$ cat src/rtl/booth_acc_if.sv
// Handshake/data bundle between a product source, booth_acc and the result sink.
// master = source/sink side, slave = booth_acc.
interface booth_acc_if #(
    parameter int MUL_OUT_W = 16,
    parameter int ACC_W     = 24,
    parameter int LEN_W     = 8
);
    logic                        start;
    logic [LEN_W-1:0]            len;
    logic                        prod_valid;
    logic signed [MUL_OUT_W-1:0] prod;
    logic                        busy;
    logic                        acc_valid;
    logic                        acc_ready;
    logic signed [ACC_W-1:0]     acc_out;
    logic                        ovf;
    logic                        drop;

    modport master (
        output start, len, prod_valid, prod, acc_ready,
        input  busy, acc_valid, acc_out, ovf, drop
    );

    modport slave (
        input  start, len, prod_valid, prod, acc_ready,
        output busy, acc_valid, acc_out, ovf, drop
    );
endinterface

$ cat src/rtl/booth_acc.sv
// Dot-product accumulator: sums a programmed run of signed products and offers the result on valid/ready.
// Optional macro BOOTH_ACC_SAT_EN: saturate on overflow instead of two's-complement wrap.
module booth_acc #(
    parameter int MUL_OUT_W = 16,
    parameter int ACC_W     = 24,
    parameter int LEN_W     = 8
) (
    input  logic        clk,
    input  logic        rst_n,
    booth_acc_if.slave  bus
);
    typedef enum logic [1:0] {IDLE, ACCUM, HOLD} state_t;

    state_t                  state_reg;
    logic signed [ACC_W-1:0] acc_reg;
    logic [LEN_W-1:0]        count_reg;
    logic signed [ACC_W-1:0] acc_out_reg;
    logic                    acc_valid_reg;
    logic                    ovf_reg;
    logic                    drop_reg;
    logic                    busy_reg;

    logic signed [ACC_W-1:0] prod_ext;
    logic signed [ACC_W-1:0] sum_raw;
    logic signed [ACC_W-1:0] sum_next;
    logic                    add_ovf;

    always_comb begin
        prod_ext = {ACC_W{bus.prod[MUL_OUT_W-1]}};
        prod_ext[MUL_OUT_W-1:0] = bus.prod;
    end

    assign sum_raw = acc_reg + prod_ext;
    // Overflow only possible when both operands share a sign and the sum flips it.
    assign add_ovf = (acc_reg[ACC_W-1] == prod_ext[ACC_W-1]) &&
                     (sum_raw[ACC_W-1] != acc_reg[ACC_W-1]);

`ifdef BOOTH_ACC_SAT_EN
    always_comb begin
        sum_next = sum_raw;
        if (add_ovf) begin
            sum_next = {acc_reg[ACC_W-1], {(ACC_W-1){~acc_reg[ACC_W-1]}}};
        end
    end
`else
    assign sum_next = sum_raw;
`endif

    always_ff @(posedge clk or negedge rst_n) begin
        if (!rst_n) begin
            state_reg     <= IDLE;
            acc_reg       <= '0;
            count_reg     <= '0;
            acc_out_reg   <= '0;
            acc_valid_reg <= 1'b0;
            ovf_reg       <= 1'b0;
            drop_reg      <= 1'b0;
            busy_reg      <= 1'b0;
        end else begin
            // Products are only consumed in ACCUM; anything else is flagged and discarded.
            drop_reg <= bus.prod_valid && (state_reg != ACCUM);
            case (state_reg)
                IDLE: begin
                    if (bus.start) begin
                        acc_reg   <= '0;
                        ovf_reg   <= 1'b0;
                        count_reg <= bus.len;
                        busy_reg  <= 1'b1;
                        if (bus.len != '0) begin
                            state_reg <= ACCUM;
                        end else begin
                            state_reg     <= HOLD;
                            acc_out_reg   <= '0;
                            acc_valid_reg <= 1'b1;
                        end
                    end
                end
                ACCUM: begin
                    if (bus.prod_valid) begin
                        acc_reg   <= sum_next;
                        ovf_reg   <= ovf_reg | add_ovf;
                        count_reg <= count_reg - LEN_W'(1);
                        if (count_reg == LEN_W'(1)) begin
                            state_reg     <= HOLD;
                            acc_out_reg   <= sum_next;
                            acc_valid_reg <= 1'b1;
                        end
                    end
                end
                HOLD: begin
                    if (bus.acc_ready) begin
                        state_reg     <= IDLE;
                        acc_valid_reg <= 1'b0;
                        busy_reg      <= 1'b0;
                    end
                end
                default: begin
                    state_reg <= IDLE;
                end
            endcase
        end
    end

    assign bus.busy      = busy_reg;
    assign bus.acc_valid = acc_valid_reg;
    assign bus.acc_out   = acc_out_reg;
    assign bus.ovf       = ovf_reg;
    assign bus.drop      = drop_reg;
endmodule

$ cat src/flat_wrapper.sv
// flat-port wrapper written by rule: the top's interface ports become plain ports
module booth_acc_flat 
#(
    parameter int MUL_OUT_W = 16,
    parameter int ACC_W     = 24,
    parameter int LEN_W     = 8
)
  (clk, rst_n, bus_start, bus_len, bus_prod_valid, bus_prod, bus_acc_ready, bus_busy, bus_acc_valid, bus_acc_out, bus_ovf, bus_drop);
  booth_acc_if #(.MUL_OUT_W(MUL_OUT_W), .ACC_W(ACC_W), .LEN_W(LEN_W)) bus_i ();
  input  logic clk;
  input  logic rst_n;
  input wire logic [$bits(bus_i.start)-1:0] bus_start;
  input wire logic [$bits(bus_i.len)-1:0] bus_len;
  input wire logic [$bits(bus_i.prod_valid)-1:0] bus_prod_valid;
  input wire logic [$bits(bus_i.prod)-1:0] bus_prod;
  input wire logic [$bits(bus_i.acc_ready)-1:0] bus_acc_ready;
  output wire logic [$bits(bus_i.busy)-1:0] bus_busy;
  output wire logic [$bits(bus_i.acc_valid)-1:0] bus_acc_valid;
  output wire logic [$bits(bus_i.acc_out)-1:0] bus_acc_out;
  output wire logic [$bits(bus_i.ovf)-1:0] bus_ovf;
  output wire logic [$bits(bus_i.drop)-1:0] bus_drop;
  assign bus_i.start = bus_start;
  assign bus_i.len = bus_len;
  assign bus_i.prod_valid = bus_prod_valid;
  assign bus_i.prod = bus_prod;
  assign bus_i.acc_ready = bus_acc_ready;
  assign bus_busy = bus_i.busy;
  assign bus_acc_valid = bus_i.acc_valid;
  assign bus_acc_out = bus_i.acc_out;
  assign bus_ovf = bus_i.ovf;
  assign bus_drop = bus_i.drop;
  booth_acc #(.MUL_OUT_W(MUL_OUT_W), .ACC_W(ACC_W), .LEN_W(LEN_W)) u_core (.clk(clk), .rst_n(rst_n), .bus(bus_i));
endmodule
$ cat config.mk
export PLATFORM = sky130hd
export DESIGN_NAME = booth_acc_flat
export DESIGN_NICKNAME = d
export VERILOG_FILES = /design/src/rtl/booth_acc_if.sv /design/src/rtl/booth_acc.sv /design/src/flat_wrapper.sv
export SDC_FILE = /design/constraint.sdc
export NUM_CORES = 1
export LEC_CHECK = 0
export BUFFER_PORTS_ARGS = -buffer_cell sky130_fd_sc_hd__buf_2
export CORE_MARGIN = 2
export CORE_UTILIZATION = 50
export DETAILED_ROUTE_END_ITERATION = 10
export PLACE_DENSITY = 0.71
export SYNTH_ARGS = -nofsm -noshare
export SYNTH_HDL_FRONTEND = slang
export SYNTH_SLANG_ARGS = --single-unit
$ cat constraint.sdc
create_clock -name clk -period 4.3 [get_ports clk]
set_input_delay 0.215 -clock clk [delete_from_list [all_inputs] [get_ports clk]]
set_output_delay 0.215 -clock clk [all_outputs]
set_load 0.02 [all_outputs]
==> qor_table.md, run 1 <==
| Metric | Reported | Unit |
|:---|:---|:---|
| Fmax | 375 | MHz |
| Inserted Diodes | 0 | - |
| Floorplan Core Area | 0.00777 | mm² |
| Synthesized-area fraction occupied by and/or/nand/nor cells | 0.182 | - |
| Power density over cell area | 706 | mW/mm² |
| Flip-flop cell with the highest count after synthesis | sky130_fd_sc_hd__dfrtp_1 | - |
| Final Setup Violations | 0 | - |
| Total half-perimeter wirelength after legalization and detailed placement | 7000 | µm |
| Post-Route WL | 9790 | µm |
| Via count of the first global-routing pass | 3,464 | - |
| Number of rows created at floorplan | 32 | - |
| Final antenna-violating net count | 0 | - |
| First-pass iteration count of the detailed router | 5 | - |
| Via density per instance | 5.81 | - |
| FF+latch count, synth | 62 | - |
| Number of enable flip-flop cells after synthesis | 0 | - |
| Arrival time of data at the critical path endpoint | 2.89 | ns |
| Number of top-level pins | 57 | - |
| Critical path depth in cells | 7 | - |
| Internal cell power | 1.78 | mW |
| Net Switching | 1.48 | mW |
| Depth of the worst register-to-register path | 7 | - |
| Worst path top cell family by delay | compound AO/OA/AOI/OAI gates | - |
| Drt wl/cell | 16.0 | µm |
| H-tree level count | 3 | - |
| Post-Synthesis Mean Instance Area | 8.85 | µm² |
| Leakage power of the design | 2.16 | nW |
| Number of distinct standard cells referenced by the synthesized netlist | 55 | - |
| Pre-CTS setup slack | 1.60 | ns |
| Cell type with the largest total area after synthesis | sky130_fd_sc_hd__dfrtp_1 | - |
| Leading post-synthesis cells by cell area | sky130_fd_sc_hd__dfrtp_1 (38%), sky130_fd_sc_hd__ha_1 (8.7%), sky130_fd_sc_hd__nand2_1 (7.1%) | - |
| Clock latency on the worst-skew pair | 0.35 | ns |
| Antenna violations before repair | 0 | - |
| Part of the Yosys area used for sequential elements | 0.384 | - |
| Die Y-Extent | 93.9 | µm |
| Combined area of the multi-input logic cells | 0.00234 | mm² |
| Post-CTS Setup Inserts | 0 | - |
| Origin of the critical flop-to-flop path | u_core.state_reg[1] | - |
| Final RePlAce weighted congestion | 0.943 | - |
| Reg-to-reg critical path endpoint | u_core.acc_reg[23] | - |
| Hold bufs inserted after CTS | 0 | - |
| Total die area | 0.00881 | mm² |
| Number of standard cells after synthesis | 456 | - |
| Root buffer selected by CTS | sky130_fd_sc_hd__clkbuf_8 | - |
| Aggregate global routing overflow | 0 | - |
| Final worst path period need | 2.67 | ns |
| Number of buffer cells added on primary ports | 56 | - |
| Number of buffer and inverter instances along the worst setup path | 2 | - |
| Dominant combinational cell family by area after synthesis | compound AO/OA/AOI/OAI gates | - |
| Worst vdd rail ir drop | 361 | µV |
| Longest individual stage delay on the worst path | 0.96 | ns |
| Required @ worst endpoint | 4.52 | ns |
| Highest fanout seen on the critical path | 21 | - |
| Starting utilization of the core area | 0.520 | - |
| Complex-gate fraction of the synthesized area | 0.240 | - |
| Headroom to the max-slew limit | 0.269 | - |
| Buffer depth of the longest clock path | 2 | - |
| Sequential Area | 0.00155 | mm² |
| Area share of the largest cell type after synthesis | 0.384 | - |
| CTS tree | built | - |
| Crit end category | flip-flop | - |
| Critical path class | reg -> reg | - |
| Share of layout cells above drive strength 1 | 0.180 | - |
| Pin count of the biggest net entering global routing | 63 | - |
| Drt initial violations | 241 | - |
| Resize count post-CTS | 0 | - |
| Yosys warning total | 0 | - |
| CP max-delay cell | sky130_fd_sc_hd__o211ai_1 | - |
| Clock transition at the registers of the reported paths | 0.08 | ns |
| Slew at the pin closest to its max-slew limit | 1.09 | ns |
| Outcome | finished, final reports clean | - |
| Setup repair after global routing missed its margin | false | - |
| Final clock skew | 0.0130 | ns |
| Synthesized cell area | 0.00404 | mm² |
| Layout overhead on the synthesized area | 14.4 | % |
| Proportion of power drawn by flip-flops and latches | 0.282 | - |
| Relative contribution of combinational cells to total power | 0.518 | - |
| Total of max-cap violations | 0 | - |
| Number of nets at the end of the flow | 564 | - |
| Sw frac | 0.453 | - |
| # fillers | 713 | - |
| Drt drc | 0 | - |
| Type of the worst min-delay path | in -> async | - |
| Number of failing hold endpoints at the final stage | 0 | - |
| Asr flop ratio synth | 1.00 | - |
| Clock buffers created by TritonCTS | 9 | - |
| Global-route wire length before repair | 16,600 | µm |
| Startpoint Class | flip-flop | - |
| Area share of fa/ha/maj cells after synthesis | 0.0918 | - |
| Cell-by-cell trace of the critical path | inv_1 -> ha_1 -> o211ai_1 -> buf_4 -> nor2_1 -> nand4_1 -> o2111ai_1 | - |
| Post-synthesis share of cell area spent on xor and xnor gates | 0.0446 | - |
| Relative contribution of the clock network to total power | 0.200 | - |
| Setup slack after layout | 1.63 | ns |
| Clock net sink count | 62 | - |
| Vias | 3,562 | - |
| Mux cell area share after synthesis | 0.0201 | - |
| Gr usage total | 0.238 | - |
| Register-to-register setup slack | 1.63 | ns |
| Accumulated negative setup slack | 0 | ns |
| Ratio of final minimum period to clock period | 0.621 | - |
| Max-slew violation count | 0 | - |
| Horiz. Die Dim | 93.9 | µm |
| Net Count, Synth | 514 | - |
==> placed cells by master (no fill, tap or decap), types with 6 or more instances in the layout <==
| master | n |
|---|---|
| sky130_fd_sc_hd__inv_1 | 12 |
| sky130_fd_sc_hd__mux2i_1 | 7 |
| sky130_fd_sc_hd__nor2_1 | 19 |
| sky130_fd_sc_hd__dfrtp_1 | 62 |
| sky130_fd_sc_hd__buf_2 | 56 |
| sky130_fd_sc_hd__o21ai_0 | 48 |
| sky130_fd_sc_hd__o22ai_1 | 6 |
| sky130_fd_sc_hd__ha_1 | 28 |
| sky130_fd_sc_hd__nand3_1 | 19 |
| sky130_fd_sc_hd__nand2_1 | 76 |
| sky130_fd_sc_hd__o21ai_1 | 18 |
| sky130_fd_sc_hd__xor2_1 | 8 |
| sky130_fd_sc_hd__a22o_1 | 8 |
| sky130_fd_sc_hd__a21oi_1 | 23 |
| sky130_fd_sc_hd__xnor2_1 | 10 |
| sky130_fd_sc_hd__and3_1 | 6 |
| sky130_fd_sc_hd__clkbuf_8 | 9 |
==> cell type report <==
type / instances / share of cell area
Timing Repair Buffer: 60 / 0.0672
Clock buffer: 9 / 0.0268
Clock inverter: 7 / 0.0263
Tap cell: 102 / 0.0276
Inverter: 12 / 0.00976
Sequential cell: 62 / 0.336
Multi-Input combinational cell: 361 / 0.506
==> through the flow <==
stage | utilization | hold slack, ns | power [mW] | cell area, µm² | instances
detailed placement | 0.563 | 0.442 | 2.61 | 4370 | 597
finish | 0.594 | 0.0295 | 3.26 | 4620 | 613
global route | 0.594 | 0.123 | 3.52 | 4620 | 613
CTS | 0.594 | 0.0693 | 3.26 | 4620 | 613
global placement | 0.563 | 0.436 | 2.55 | 4370 | 597
floorplan | - | -0.0806 | 2.20 | 4040 | 456
==> synth_stat cells (8+ instances only) <==
master,instances
sky130_fd_sc_hd__nand2_1,76
sky130_fd_sc_hd__dfrtp_1,62
sky130_fd_sc_hd__o21ai_0,48
sky130_fd_sc_hd__ha_1,28
sky130_fd_sc_hd__a21oi_1,23
sky130_fd_sc_hd__nand3_1,19
sky130_fd_sc_hd__nor2_1,19
sky130_fd_sc_hd__o21ai_1,18
sky130_fd_sc_hd__clkbuf_1,12
sky130_fd_sc_hd__inv_1,12
sky130_fd_sc_hd__xnor2_1,10
sky130_fd_sc_hd__a22o_1,8
sky130_fd_sc_hd__xor2_1,8
==> worst register-to-register path, delay by kind of cell (launching register included) <==
family	cells	cell delay [ns]
AO/OA/AOI/OAI	2	1.09
buffers and inverters	2	0.47
AND/OR/NAND/NOR	2	0.18
adder cells (fa/ha/maj)	1	0.42
flip-flops	1	0.37
==> per-layer routing <==
metal  part of all wire  track usage  up-vias  wire [µm]
li1                   -            -     1753          -
met1               0.46        0.330     1692       4520
met2               0.47        0.376       96       4630
met3              0.041       0.0321       21        399
met4              0.025        0.103        0        245
met5                  0            0        -          0
==> worst max-delay path by stage <==
stage	end	slack (ns)	from
2_1_floorplan	u_core.acc_reg[18]	2.05	u_core.acc_reg[0]
3_3_place_gp	u_core.acc_reg[23]	1.68	u_core.state_reg[1]
3_5_place_dp	u_core.acc_reg[23]	1.60	u_core.state_reg[1]
4_1_cts	u_core.acc_reg[23]	1.58	u_core.state_reg[1]
5_1_grt	u_core.acc_reg[23]	1.31	u_core.state_reg[1]
6_report	u_core.acc_reg[23]	1.63	u_core.state_reg[1]
==> power groups by stage <==
stage          registers (mW)  logic (mW)  clock network (mW)
2_1_floorplan           0.987        1.21                   0
3_3_place_gp            0.917        1.64                   0
3_5_place_dp            0.926        1.68                   0
4_1_cts                 0.918        1.69               0.653
5_1_grt                 0.946        1.89               0.685
6_report                0.920        1.69               0.653
==> logic make-up after synthesis <==
group	after synthesis
simple gates	157
fa+ha+maj	29
flops	62
compound gates	148
xor+xnor	19
mux	8
buf+inv	33
No activity file was read; power rests on OpenSTA's default activity.
==> run 2, diff against run 1 <==
==> constraint.sdc (replaced) <==
create_clock -name clk -period 2.72 [get_ports clk]
set_input_delay 0.136 -clock clk [delete_from_list [all_inputs] [get_ports clk]]
set_output_delay 0.136 -clock clk [all_outputs]
set_load 0.02 [all_outputs]
==> qor_table.md, run 2 (same netlist as run 1, synthesis figures left out) <==
| Metric | Reported | Unit |
|:---|:---|:---|
| Inserted Diodes | 0 | - |
| Worst path top cell family by delay | compound AO/OA/AOI/OAI gates | - |
| Crit end category | flip-flop | - |
| HP Start | bus_prod_valid | - |
| Critical path depth in cells | 9 | - |
| Worst vdd rail ir drop | 494 | µV |
| Horiz. Die Dim | 93.9 | µm |
| Via density per instance | 5.70 | - |
| Clock latency on the worst-skew pair | 0.35 | ns |
| Startpoint Class | flip-flop | - |
| Aggregate global routing overflow | 0 | - |
| Resize count post-CTS | 0 | - |
| Arrival time of data at the critical path endpoint | 2.76 | ns |
| Gr usage total | 0.238 | - |
| Fmax | 396 | MHz |
| Reg-to-reg critical path endpoint | u_core.acc_reg[18] | - |
| Final worst path period need | 2.52 | ns |
| Buffer depth of the longest clock path | 2 | - |
| Accumulated negative setup slack | 0 | ns |
| First-pass iteration count of the detailed router | 4 | - |
| Top library cells by usage in the layout, fill and taps aside | sky130_fd_sc_hd__nand2_1 (76), sky130_fd_sc_hd__dfrtp_1 (62), sky130_fd_sc_hd__buf_2 (56), sky130_fd_sc_hd__o21ai_0 (48), sky130_fd_sc_hd__ha_1 (28) | - |
| Floorplan Core Area | 0.00777 | mm² |
| Number of top-level pins | 57 | - |
| Total of max-cap violations | 0 | - |
| Power, Total | 5.11 | mW |
| Slew at the pin closest to its max-slew limit | 0.756 | ns |
| Starting utilization of the core area | 0.520 | - |
| Die Y-Extent | 93.9 | µm |
| Depth of the worst register-to-register path | 9 | - |
| Vias | 3,528 | - |
| Antenna violations before repair | 0 | - |
| Clock net sink count | 62 | - |
| Cell-by-cell trace of the critical path | ha_1 -> fa_1 -> a21oi_1 -> o21bai_1 -> o21ai_1 -> o21bai_1 -> a311oi_2 -> xor2_1 -> o21ai_1 | - |
| Share of layout cells above drive strength 1 | 0.184 | - |
| Count of non-filler cells in the finished layout | 619 | - |
| Number of failing hold endpoints at the final stage | 0 | - |
| Register-to-register setup slack | 0.20 | ns |
| Post-layout util | 0.598 | - |
| Origin of the critical flop-to-flop path | u_core.acc_reg[0] | - |
| Via count of the first global-routing pass | 3,461 | - |
| Power density over cell area | 1100 | mW/mm² |
| Ratio of final minimum period to clock period | 0.927 | - |
| Longest individual stage delay on the worst path | 0.40 | ns |
| Global-route wire length before repair | 16,500 | µm |
| Number of instances on the worst hold path | 2 | - |
| Drt wl/cell | 15.8 | µm |
| Total half-perimeter wirelength after legalization and detailed placement | 7220 | µm |
| Pin count of the biggest net entering global routing | 33 | - |
| Max-slew violation count | 0 | - |
| Final clock skew | 0.0145 | ns |
| Required @ worst endpoint | 2.96 | ns |
| Total instance count after detailed placement | 602 | - |
| Drt initial violations | 189 | - |
| Number of buffer cells added on primary ports | 56 | - |
| Clock transition at the registers of the reported paths | 0.08 | ns |
| Final RePlAce weighted congestion | 0.876 | - |
| Total die area | 0.00881 | mm² |
| Highest fanout seen on the critical path | 3 | - |
| Hold bufs inserted after CTS | 1 | - |
| Worst hold endpoint | u_core.bus.drop | - |
| H-tree level count | 3 | - |
| Layout overhead on the synthesized area | 15.1 | % |
| CTS tree | built | - |
| Leakage power of the design | 2.18 | nW |
| Headroom to the max-slew limit | 0.496 | - |
| Post-CTS Setup Inserts | 0 | - |
| Final antenna-violating net count | 0 | - |
| Critical path class | reg -> reg | - |
| Clock buffers created by TritonCTS | 9 | - |
| Most common library cell in the layout ignoring fill and taps | sky130_fd_sc_hd__nand2_1 | - |
| Type of the worst min-delay path | in -> reg | - |
| Drt drc | 0 | - |
| Number of rows created at floorplan | 32 | - |
| Number of nets at the end of the flow | 570 | - |
| Final Setup Violations | 0 | - |
| Root buffer selected by CTS | sky130_fd_sc_hd__clkbuf_8 | - |
| CP max-delay cell | sky130_fd_sc_hd__fa_1 | - |
| Setup repair after global routing missed its margin | false | - |
| Outcome | finished, final reports clean | - |
| Post-Route WL | 9780 | µm |
| Number of buffer and inverter instances along the worst setup path | 0 | - |
==> run 2: worst max-delay path by stage <==
stage / slack (ns) / endpoint / from
finish: 0.20 / u_core.acc_reg[18] / u_core.acc_reg[0]
global route: 0.04 / u_core.acc_reg[18] / u_core.acc_reg[0]
CTS: 0.22 / u_core.acc_reg[18] / u_core.acc_reg[0]
detailed placement: 0.23 / u_core.acc_reg[18] / u_core.acc_reg[0]
global placement: 0.27 / u_core.acc_reg[18] / u_core.acc_reg[0]
floorplan: 0.47 / u_core.acc_reg[18] / u_core.acc_reg[0]
==> run 2: where the power goes <==
part           switching [mW]  total, mW  internal (mW)  leakage (nW)
clock network           0.383      0.922          0.539         0.110
logic                    1.71       2.74           1.03          1.26
registers               0.209       1.44           1.24         0.806
total                    2.30       5.11           2.80          2.18
==> run 2: area by class of cell <==
| type | instances | area [µm²] |
|---|---|---|
| clock buffers | 12 | 145 |
| clock inverters | 4 | 70.1 |
| fillers | 687 | 3120 |
| inverters | 12 | 45.0 |
| multi-input cells | 361 | 2340 |
| flip-flops and latches | 62 | 1550 |
| well taps | 102 | 128 |
| repair buffers | 66 | 370 |
==> run 2: through the flow <==
stage	hold WS, ns	area [µm²]	worst slack, ns
floorplan	-0.160	4040	0.473
global placement	0.238	4420	0.270
detailed placement	0.232	4420	0.228
CTS	0.0615	4650	0.221
global route	0.0871	4650	0.0441
finish	0.0735	4650	0.198
==> run 2: routing by layer <==
| metal | vias up | global-route usage | part of all wire |
|---|---|---|---|
| met5 | - | 0 | 0 |
| met4 | 0 | 0.0857 | 0.015 |
| met3 | 13 | 0.0385 | 0.041 |
| met2 | 69 | 0.392 | 0.47 |
| met1 | 1680 | 0.317 | 0.47 |
| li1 | 1766 | - | - |
